[config.mk]
export PLATFORM = sky130hd
export DESIGN_NAME = flatten_stream_reader_flat
export DESIGN_NICKNAME = d
export VERILOG_FILES = /design/src/rtl/flatten_stream_reader_if.sv /design/src/rtl/flatten_stream_reader.sv /design/src/flat_wrapper.sv
export SDC_FILE = /design/constraint.sdc
export NUM_CORES = 1
export LEC_CHECK = 0
export CORE_MARGIN = 1
export CORE_UTILIZATION = 52
export DETAILED_ROUTE_END_ITERATION = 10
export PLACE_DENSITY = 0.8
export SLEW_MARGIN = 25
export SYNTH_ARGS = -nofsm -noshare
export SYNTH_HDL_FRONTEND = slang
export SYNTH_SLANG_ARGS = --single-unit
export TNS_END_PERCENT = 20
[constraint.sdc]
create_clock -name clk -period 3.65 [get_ports clk]
set_input_delay 0.5475 -clock clk [delete_from_list [all_inputs] [get_ports clk]]
set_output_delay 0.5475 -clock clk [all_outputs]
set_load 0.02 [all_outputs]
[src/rtl/flatten_stream_reader_if.sv]
// Bundles the flattened-buffer read port with the outgoing byte stream toward the dense layer.
interface flatten_stream_reader_if #(
  parameter int ADDR_W = 32,
  parameter int DATA_W = 8
);
  logic [ADDR_W-1:0] read_addr;
  logic              read_en;
  logic [DATA_W-1:0] read_data;
  logic              m_valid;
  logic              m_ready;
  logic [DATA_W-1:0] m_data;
  logic              m_last;

  modport master (
    output read_addr, read_en, m_valid, m_data, m_last,
    input  read_data, m_ready
  );

  modport slave (
    input  read_addr, read_en, m_valid, m_data, m_last,
    output read_data, m_ready
  );
endinterface

[src/rtl/flatten_stream_reader.sv]
// Sweeps the flattened feature buffer in address order and streams its bytes out,
// hiding the buffer's one-cycle read latency behind a 2-entry output FIFO.
module flatten_stream_reader #(
  parameter int DEPTH  = 1600,
  parameter int ADDR_W = 32,
  parameter int DATA_W = 8
) (
  input  logic                      clk,
  input  logic                      resetn,
  input  logic                      start,
  output logic                      busy,
  output logic                      done,
  flatten_stream_reader_if.master   bus
);

  typedef enum logic [1:0] {
    IDLE,
    STREAM,
    DRAIN
  } state_t;

  localparam logic [ADDR_W-1:0] LAST_ADDR = ADDR_W'(DEPTH - 1);

  state_t            state;
  state_t            state_next;
  logic [ADDR_W-1:0] addr;
  logic              inflight;
  logic              inflight_last;
  logic [DATA_W:0]   fifo_mem [2];
  logic              wr_ptr;
  logic              rd_ptr;
  logic [1:0]        fifo_count;
  logic              issue;
  logic              pop;
  logic              go_idle;
  logic              at_last_addr;
  logic [2:0]        occupancy;

  assign pop          = bus.m_valid & bus.m_ready;
  assign at_last_addr = (addr == LAST_ADDR);
  // Bytes that will still be held (FIFO plus in-flight read) once this cycle's handshake retires.
  assign occupancy    = {1'b0, fifo_count} + {2'b00, inflight} - {2'b00, pop};

  always_comb begin
    state_next = state;
    issue      = 1'b0;
    go_idle    = 1'b0;
    case (state)
      IDLE: begin
        if (start) state_next = STREAM;
      end
      STREAM: begin
        issue = (occupancy < 3'd2);
        if (issue && at_last_addr) state_next = DRAIN;
      end
      DRAIN: begin
        if (!inflight && occupancy == 3'd0) begin
          state_next = IDLE;
          go_idle    = 1'b1;
        end
      end
      default: state_next = IDLE;
    endcase
  end

  always_ff @(posedge clk or negedge resetn) begin
    if (!resetn) state <= IDLE;
    else         state <= state_next;
  end

  always_ff @(posedge clk or negedge resetn) begin
    if (!resetn) begin
      addr          <= '0;
      inflight      <= 1'b0;
      inflight_last <= 1'b0;
      done          <= 1'b0;
    end else begin
      inflight      <= issue;
      inflight_last <= issue & at_last_addr;
      done          <= go_idle;
      if (go_idle)    addr <= '0;
      else if (issue) addr <= addr + ADDR_W'(1);
    end
  end

  // The last-byte flag travels with its data so m_last can never drift off byte DEPTH-1.
  always_ff @(posedge clk or negedge resetn) begin
    if (!resetn) begin
      fifo_mem[0] <= '0;
      fifo_mem[1] <= '0;
      wr_ptr      <= 1'b0;
      rd_ptr      <= 1'b0;
      fifo_count  <= 2'd0;
    end else begin
      if (inflight) begin
        fifo_mem[wr_ptr] <= {inflight_last, bus.read_data};
        wr_ptr           <= ~wr_ptr;
      end
      if (pop) rd_ptr <= ~rd_ptr;
      fifo_count <= fifo_count + {1'b0, inflight} - {1'b0, pop};
    end
  end

  assign bus.read_addr = addr;
  assign bus.read_en   = issue;
  assign bus.m_valid   = (fifo_count != 2'd0);
  assign bus.m_data    = bus.m_valid ? fifo_mem[rd_ptr][DATA_W-1:0] : '0;
  assign bus.m_last    = bus.m_valid & fifo_mem[rd_ptr][DATA_W];
  assign busy          = (state != IDLE);

endmodule

[src/flat_wrapper.sv]
// flat-port wrapper written by rule: the top's interface ports become plain ports
module flatten_stream_reader_flat 
#(
  parameter int DEPTH  = 1600,
  parameter int ADDR_W = 32,
  parameter int DATA_W = 8
)
  (clk, resetn, start, busy, done, bus_read_addr, bus_read_en, bus_m_valid, bus_m_data, bus_m_last, bus_read_data, bus_m_ready);
  flatten_stream_reader_if #(.ADDR_W(ADDR_W), .DATA_W(DATA_W)) bus_i ();
  input  logic clk;
  input  logic resetn;
  input  logic start;
  output logic busy;
  output logic done;
  output wire logic [$bits(bus_i.read_addr)-1:0] bus_read_addr;
  output wire logic [$bits(bus_i.read_en)-1:0] bus_read_en;
  output wire logic [$bits(bus_i.m_valid)-1:0] bus_m_valid;
  output wire logic [$bits(bus_i.m_data)-1:0] bus_m_data;
  output wire logic [$bits(bus_i.m_last)-1:0] bus_m_last;
  input wire logic [$bits(bus_i.read_data)-1:0] bus_read_data;
  input wire logic [$bits(bus_i.m_ready)-1:0] bus_m_ready;
  assign bus_read_addr = bus_i.read_addr;
  assign bus_read_en = bus_i.read_en;
  assign bus_m_valid = bus_i.m_valid;
  assign bus_m_data = bus_i.m_data;
  assign bus_m_last = bus_i.m_last;
  assign bus_i.read_data = bus_read_data;
  assign bus_i.m_ready = bus_m_ready;
  flatten_stream_reader #(.DEPTH(DEPTH), .ADDR_W(ADDR_W), .DATA_W(DATA_W)) u_core (.clk(clk), .resetn(resetn), .start(start), .busy(busy), .done(done), .bus(bus_i));
endmodule
### After elaboration in Yosys (flattened, before gate mapping)

Index checks and enable logic that the tools add are counted.

* register bits: 59
* word-level logic and storage cells: 58

* eq/ne operators: 6
* reductions and logical operators: 10
* bitwise logic cells: 7
* mux-type cells: 16
* add/sub/neg operators: 5
* $lt $le $gt $ge: 4

Operators with widths (number)
* $mux W32: 2
* $mux W9: 4
* $add A32 B1 Y32 const B: 1
* $eq A32 B11 Y1 const B: 1
* $bwmux W18: 1
* $demux W9 S1: 1
* $mux W8: 1
* $mux W2: 3
* $pmux W2 S3: 1
* $reduce_bool A2 Y1: 3
* $ge A2 B2 Y1 const B: 2
* $ne A2 B1 Y1 const B: 2
* $not A1 Y2: 2
* $add A2 B1 Y3: 1
* $and A1 B1 Y1: 3
* $logic_and A1 B1 Y1: 3
* $logic_not A3 Y1: 1
* $lt A3 B2 Y1 const B: 1
* $mux W1: 3
* $reduce_and A3 Y1: 1
* $sub A3 B1 Y3: 1
* $add A2 B1 Y2: 1
* $eq A2 B1 Y1 const B: 1
* $eq A2 B2 Y1 const B: 1
* 6 further kinds: 7

### Depth between registers and ports, before layout

Gate-level depths: netlist of the first run.

* depth after elaboration: 8
* depth in mapped cells: 12

### Worst setup path before layout of the first run

OpenSTA, ideal clock, no wires.

* kind: input to register
* from: in bus_m_ready
* to: reg u_core.addr[19], in the netlist u_core.bus.read_addr[19]
* required time: 3.514 ns
* path buffers: 2
* path slack: 0.411 ns
* cell stages on the path: 11
* setup time: 0.136 ns
* data arrival time: 3.103 ns
* path through: nor2b_1 > ha_1 > inv_1 > ha_1 > fa_1 > nand4bb_1 > or4_1 > clkbuf_1 > clkbuf_1 > o31ai_1 > a21oi_1

* cells in the longest elaborated chain, start to end: 7
* elaborated cells on any way between the ends: 10
* those cells by class: add/sub: 1; order compare: 1; mux: 4; bitwise: 1; reduce/logical: 3

RTL lines
* start: declaration: line flat_wrapper.sv:21 `input wire logic [$bits(bus_i.m_ready)-1:0] bus_m_ready;`
* $and A1 B1 Y1 (*): line flatten_stream_reader.sv:39 `assign pop = bus.m_valid & bus.m_ready;`
* $sub A3 B1 Y3 (*): line flatten_stream_reader.sv:42 `assign occupancy = {1'b0, fifo_count} + {2'b00, inflight} - {2'b00, pop};`
* net u_core.occupancy[1]: line flatten_stream_reader.sv:37 `logic [2:0] occupancy;`
* parallel branches: the longest is 5 deep, another holds $lt A3 B2 Y1
* end signal: assignment: line flatten_stream_reader.sv:82 `else if (issue) addr <= addr + ADDR_W'(1);`
* end: declaration: line flatten_stream_reader.sv:26 `logic [ADDR_W-1:0] addr;`

Mark *: on every way through the listed nets, which the timed path passes.
A chain may end at the register's enable or synchronous reset.

### Worst setup path after layout of the first run

* from: in bus_m_ready
* to: reg u_core.addr[29], in the netlist u_core.bus.read_addr[29]

* cells in the longest elaborated chain, start to end: 7
* elaborated cells on any way between the ends: 10
* those cells by class: add/sub: 1; order compare: 1; mux: 4; bitwise: 1; reduce/logical: 3

RTL lines
* $and A1 B1 Y1 (*): line flatten_stream_reader.sv:39
* net u_core.pop: line flatten_stream_reader.sv:34 `logic pop;`
* $sub A3 B1 Y3 (*): line flatten_stream_reader.sv:42
* net u_core.occupancy[1]: line flatten_stream_reader.sv:37
* parallel branches: the longest is 5 deep, another holds $lt A3 B2 Y1

Marks and branches as above.

==> results.ini, run 1 <==
[final_layout]
nets=375
layoutNonFillerInstCount=436
syn_to_final_growth_pct=31.4
drive_gt1_share_pct=15.1
num_antenna_cells=0
stdcell_area_mm2=0.00391

[yosys]
yosysWarningCount=0
async_flop_share_pct=100
synth-edff-count=0
synth.top_cell.area_share_pct=49.6
yosys.area.top_type=dfrtp_1
syn-num-nets=305
synth_area_leaders=dfrtp_1, mux2_2, mux2i_1
ys.flop_type=dfrtp_1
ys_seq_area_share_pct=49.6
ys_ff_latch=59
ys_types=34
avgSynthCellArea_um2=10.3
yosysMostFrequentCell=dfrtp_1
yosys-top-cells-count=dfrtp_1, a21oi_1, mux2_2, nor2_1, nand2_1
synthesis.area_mm2=0.00298
netlist_instances=289

[pwr]
p_per_area_mw_per_mm2=699
irDropWorstVdd_v=0.000571
p_leak_nw=1.61

[placed_design]
place_inst=420
pre_cts_slack_ps=-155
place_area_mm2=0.00369
placement.io_buffers=56
dpl.hpwl_mm=4.88
place.gp.congestion=0.822

[floorplan]
die-height_um=77.7
fp.dieArea_mm2=0.00603
core_area_mm2=0.00551
dieWidth_um=77.7
rows=27
initial_utilization_pct=54.1
io_pins=57

[routing]
drc=0
vias_per_cell=5.86
vias=2555
dr.pass1.iters=4
drtIter0Drc=171
drtAntennaViolNets=0
wire_per_inst_um=16.0
routed_wl_mm=6.96

[clocking]
clk_pin_slew_ps=60
clock_latency_ps=340
cts_inserted_buffers=9
clk_path_buf_depth=2
cts_tree=yes
cts-root-buf=clkbuf_8
cts-htree-levels=3
clock_sinks=59

[timing]
worst_clock_skew_ps=6.50
fmax_mhz=289
tightest_slew_ps=839
setup_viol=0
fin_crit_ps=3460
hold_viol_final=0
whs_ps=308
rsz0062_at_grt=no
drv_slew=0
worst_slack_ps=190
finalCritPeriodShare_pct=94.8
fin_setup_tns_ps=0
maxSlewHeadroom_pct=44.1

[critical_path]
endpoint_kind=flop
required_ps=3910
crit_path_max_fanout=19
critPathArrivalTime_ps=3720
criticalPathCategory=in2reg
setup.worst_path.start_class=input port

[grt]
grt.overflow.total=0
grt_pass1_wl_mm=11.7
grt_max_degree=40
antenna_found_initial=0
grt_pass1_vias=2495
track_usage_pct=25.1

[run]
maxCapViolations=0

[status]
status=finished, final reports clean

[min_path]
min-delay-path-class=in2async

state kept, by name, indices dropped and copies added (netlist names):
| register | cells |
|---|---|
| u_core.rd_ptr | 1 |
| u_core.fifo_count | 2 |
| u_core.inflight | 1 |
| u_core.state | 2 |
| u_core.done | 1 |
| u_core.wr_ptr | 1 |
| u_core.inflight_last | 1 |
| u_core.fifo_mem | 18 |
| u_core.bus.read_addr | 32 |
through the flow:
stage / utilization [%] / total power [mW]
6_report: 71.0 / 2.73
5_1_grt: 71.0 / 2.90
4_1_cts: 71.0 / 2.75
3_5_place_dp: 66.9 / 2.09
3_3_place_gp: 66.9 / 2.06
2_1_floorplan: - / 1.61
worst max-delay path, stage by stage:
cell             delay, ps
clkdlybuf4s50_1        450
nor2b_1                170
ha_1                   250
inv_1                   60
ha_1                   140
fa_1                   450
nand4bb_1              280
or4_1                  510
buf_4                  220
or4_1                  480
a21oi_1                150
layout by cell type (no fill, tap or decap), drive strengths merged, types with 2 or more instances in the layout:
cell           Yosys  final
nor3               6      6
buf                2     17
xnor2              3      3
nand4              8      8
mux2i             14     14
or4               14     14
clkinvlp           0      2
clkdlybuf4s50      0     54
nor2              19     19
o211ai             2      2
ha                 3      3
or3               11     11
a21oi             23     23
mux2              19     19
o31ai             13     13
nor4b              2      2
nand3             11     11
bufinv             0      2
nor4               8      8
clkbuf            11     10
dfrtp             59     59
inv               11     11
xor2               4      4
nand2             16     16
nor2b              2      2
and4               7      7
clkinv             1      3
o21ai             11     11
or2                2      2
nand2b             2      2
metal layers:
layer  up-vias  track usage, %  part of all wire, %
met5         -               0                    0
met4         0            12.5                  1.9
met3        14            4.59                  4.7
met2        77            39.3                   48
met1      1254            33.4                   46
li1       1210               -                    -
final cells by class:
class / count / area [µm²]
fillers: 424 / 1600
flip-flops and latches: 59 / 1480
multi-input cells: 205 / 1400
repair buffers: 72 / 674
clock buffers: 10 / 138
well taps: 72 / 90.1
clock inverters: 6 / 88.8
inverters: 12 / 45.0
power by group:
| group | switching (mW) | internal, mW |
|---|---|---|
| clock network | 0.267 | 0.402 |
| registers | 0.130 | 0.809 |
| logic | 0.564 | 0.561 |
path summary, 6_finish.rpt:
path                                                 from                              endpoint  cells past startpoint  slack, ps
max                                           bus_m_ready  u_core.bus.read_addr[29]$_DFFE_PN0P_                     11        190
min                                                resetn        u_core.fifo_count[1]$_DFF_PN0_                      1        310
max reg2reg                u_core.fifo_count[1]$_DFF_PN0_  u_core.bus.read_addr[29]$_DFFE_PN0P_                     11        250
min reg2reg                     u_core.wr_ptr$_DFFE_PN0P_             u_core.wr_ptr$_DFFE_PN0P_                      1        500
max in group asynchronous                          resetn  u_core.bus.read_addr[23]$_DFFE_PN0P_                      2       2550
min in group clk                u_core.wr_ptr$_DFFE_PN0P_             u_core.wr_ptr$_DFFE_PN0P_                      1        500
kinds of logic after synthesis:
| family | after synthesis | synth area share [%] |
|---|---|---|
| AO/OA/AOI/OAI | 49 | 9.50 |
| flip-flops | 59 | 49.6 |
| adder cells (fa/ha/maj) | 4 | 1.93 |
| XOR/XNOR | 7 | 2.06 |
| buffers and inverters | 25 | 3.40 |
| AND/OR/NAND/NOR | 112 | 21.6 |
| multiplexers | 33 | 11.9 |
what timing repair did:
| item | in CTS | in global routing |
|---|---|---|
| setup buffers | 0 | 0 |
| hold buffers | 0 | 0 |
| endpoints found under the setup margin | 1 | 0 |
| resized for setup | 1 | 0 |
Power figures use the tool's default switching activity.
==> run 2, diff against run 1 <==
- CORE_UTILIZATION: 52 -> 56
- PLACE_DENSITY: 0.8 -> 0.85
- clock period: 3.65 -> 4.1 ns (I/O delays scaled with it)
==> run 2 against run 1 <==
Compared with the run above: combinational power is 12% lower; non-clock buffer count is 9 lower; clock power is 23% lower; routed wire length is 0.27% higher; count of clock-buffer cells in the layout is 1 higher; critical path depth is 2 lower; via count is 0.20% lower; sequential power is 11% lower; hold slack worse by 15 ps; first-iteration DRC count is 20% lower; clock skew hardly changed; power is 14% lower; largest power group unchanged.
==> results.ini, run 2 (synthesis results as in run 1) <==
[final_layout]
fill_cells=377
num_antenna_cells=0
nets=366
final_common_cell=dfrtp_1
largest_register_ffs=32
multi_input_area_mm2=0.00140
post-route-util_pct=74.6
layoutNonFillerInstCount=425
regArea_mm2=0.00148
syn_to_final_growth_pct=28.0
mostFrequentLayoutCells=dfrtp_1, clkdlybuf4s50_1, a21oi_1, nor2_1, mux2_2
drive_gt1_share_pct=12.7

[placed_design]
pre_cts_slack_ps=106
place_inst=409
place.gp.congestion=0.846
dpl.hpwl_mm=4.69
placement.io_buffers=56

[grt]
antenna_found_initial=0
grt_pass1_wl_mm=11.4
grt.overflow.total=0
grt_max_degree=33
grt_pass1_vias=2459
track_usage_pct=27.7

[pwr]
clkPwrFrac_pct=22.1
irDropWorstVdd_v=0.000409
p_sw_mw=0.842
comb_power_share_pct=42.1
total_power_mw=2.34
p_leak_nw=1.56
swShare_pct=36.0
p_seq_share_pct=35.8
intPower_mw=1.50
p_per_area_mw_per_mm2=614

[clocking]
cts_inserted_buffers=9
clock_sinks=59
post_cts_buffers=0
cts-htree-levels=3
cts-root-buf=clkbuf_8
clock_latency_ps=340
clk_pin_slew_ps=70
cts_resized=0
cts_tree=yes
hold_buffers=0
clk_path_buf_depth=2

[critical_path]
required_ps=3480
cp_slowest_cell=clkdlybuf4s50_1
crit-reg2reg-launch=u_core.fifo_count[1]$_DFF_PN0_
crit_family=buffers and inverters
ff2ff_path_depth=11
worstReg2RegEnd=u_core.bus.read_addr[31]$_DFFE_PN0P_
critPathArrivalTime_ps=3390
cp_slowest_stage_delay_ps=600
cp_num_buf_inv=4
crit_path_max_fanout=6
setup.worst_path.start_class=input port
criticalPathCategory=in2out
endpoint_kind=primary output
rrSetupSlack_ps=590
path_cells=clkdlybuf4s50_1 > nor2b_1 > ha_1 > inv_1 > ha_1 > fa_1 > or3_1 > inv_1 > clkdlybuf4s50_1

[routing]
drc=0
vias=2550
routed_wl_mm=6.98
wire_per_inst_um=16.4
drtIter0Drc=136
drtAntennaViolNets=0
vias_per_cell=6.00
dr.pass1.iters=5

[floorplan]
fp.dieArea_mm2=0.00561
rows=26
core_area_mm2=0.00511
die-height_um=74.9
initial_utilization_pct=58.3
dieWidth_um=74.9
io_pins=57

[timing]
fmax_mhz=250
finalCritPeriodShare_pct=97.6
rsz0062_at_grt=no
worst_slack_ps=97.9
fin_setup_tns_ps=0
maxSlewHeadroom_pct=46.8
setup_viol=0
worst_clock_skew_ps=6.94
hold_viol_final=0
tightest_slew_ps=795
fin_crit_ps=4000
drv_slew=0

[run]
maxCapViolations=0

[min_path]
min-delay-path-class=in2async

[status]
status=finished, final reports clean

-- run 2: cell types whose count changed in the layout (fill, tap and decap cells not counted) --
cell	delta
clkinvlp_4	-1
clkinv_2	+2
clkinv_4	-1
bufinv_16	-1
clkdlybuf4s50_1	+1
dlygate4sd2_1	-1
buf_4	-9
clkbuf_1	+1
-- run 2: power groups by stage --
stage	clock network [mW]	registers, mW	logic (mW)
after floorplan	0	0.833	0.604
after global placement	0	0.838	0.952
after detailed placement	0	0.850	0.987
after CTS	0.527	0.839	0.991
after global routing	0.548	0.856	1.08
final	0.518	0.838	0.986
-- run 2: layer usage --
metal / wire [µm] / track usage, %
met1: 3010 / 35.2
met2: 3410 / 45.1
met3: 378 / 4.28
met4: 174 / 16.1
met5: 0 / 0
-- run 2: cell type report --
class,count,share of cell area (%)
clock buffer,11,3.71
timing repair buffer,63,16.0
clock inverter,5,1.38
sequential,59,38.8
inverter,12,1.18
multi-input combinational,205,36.7
tap,70,2.30
-- run 2: how the worst max path moves through the flow --
stage | startpoint | to | slack (ps) | depth (start not counted)
floorplan | bus_m_ready | u_core.bus.read_addr[19]$_DFFE_PN0P_ | 790 | 11
global placement | bus_m_ready | bus_read_en | 200 | 9
detailed placement | bus_m_ready | u_core.bus.read_addr[27]$_DFFE_PN0P_ | 110 | 11
CTS | bus_m_ready | bus_read_en | 110 | 9
global route | bus_m_ready | bus_read_en | 3 | 9
finish | bus_m_ready | bus_read_en | 100 | 9
-- run 2: metrics by stage --
stage	hold slack [ps]	instance area (µm²)
floorplan	319	2980
global placement	475	3620
detailed placement	488	3620
CTS	308	3810
global route	357	3810
finish	293	3810
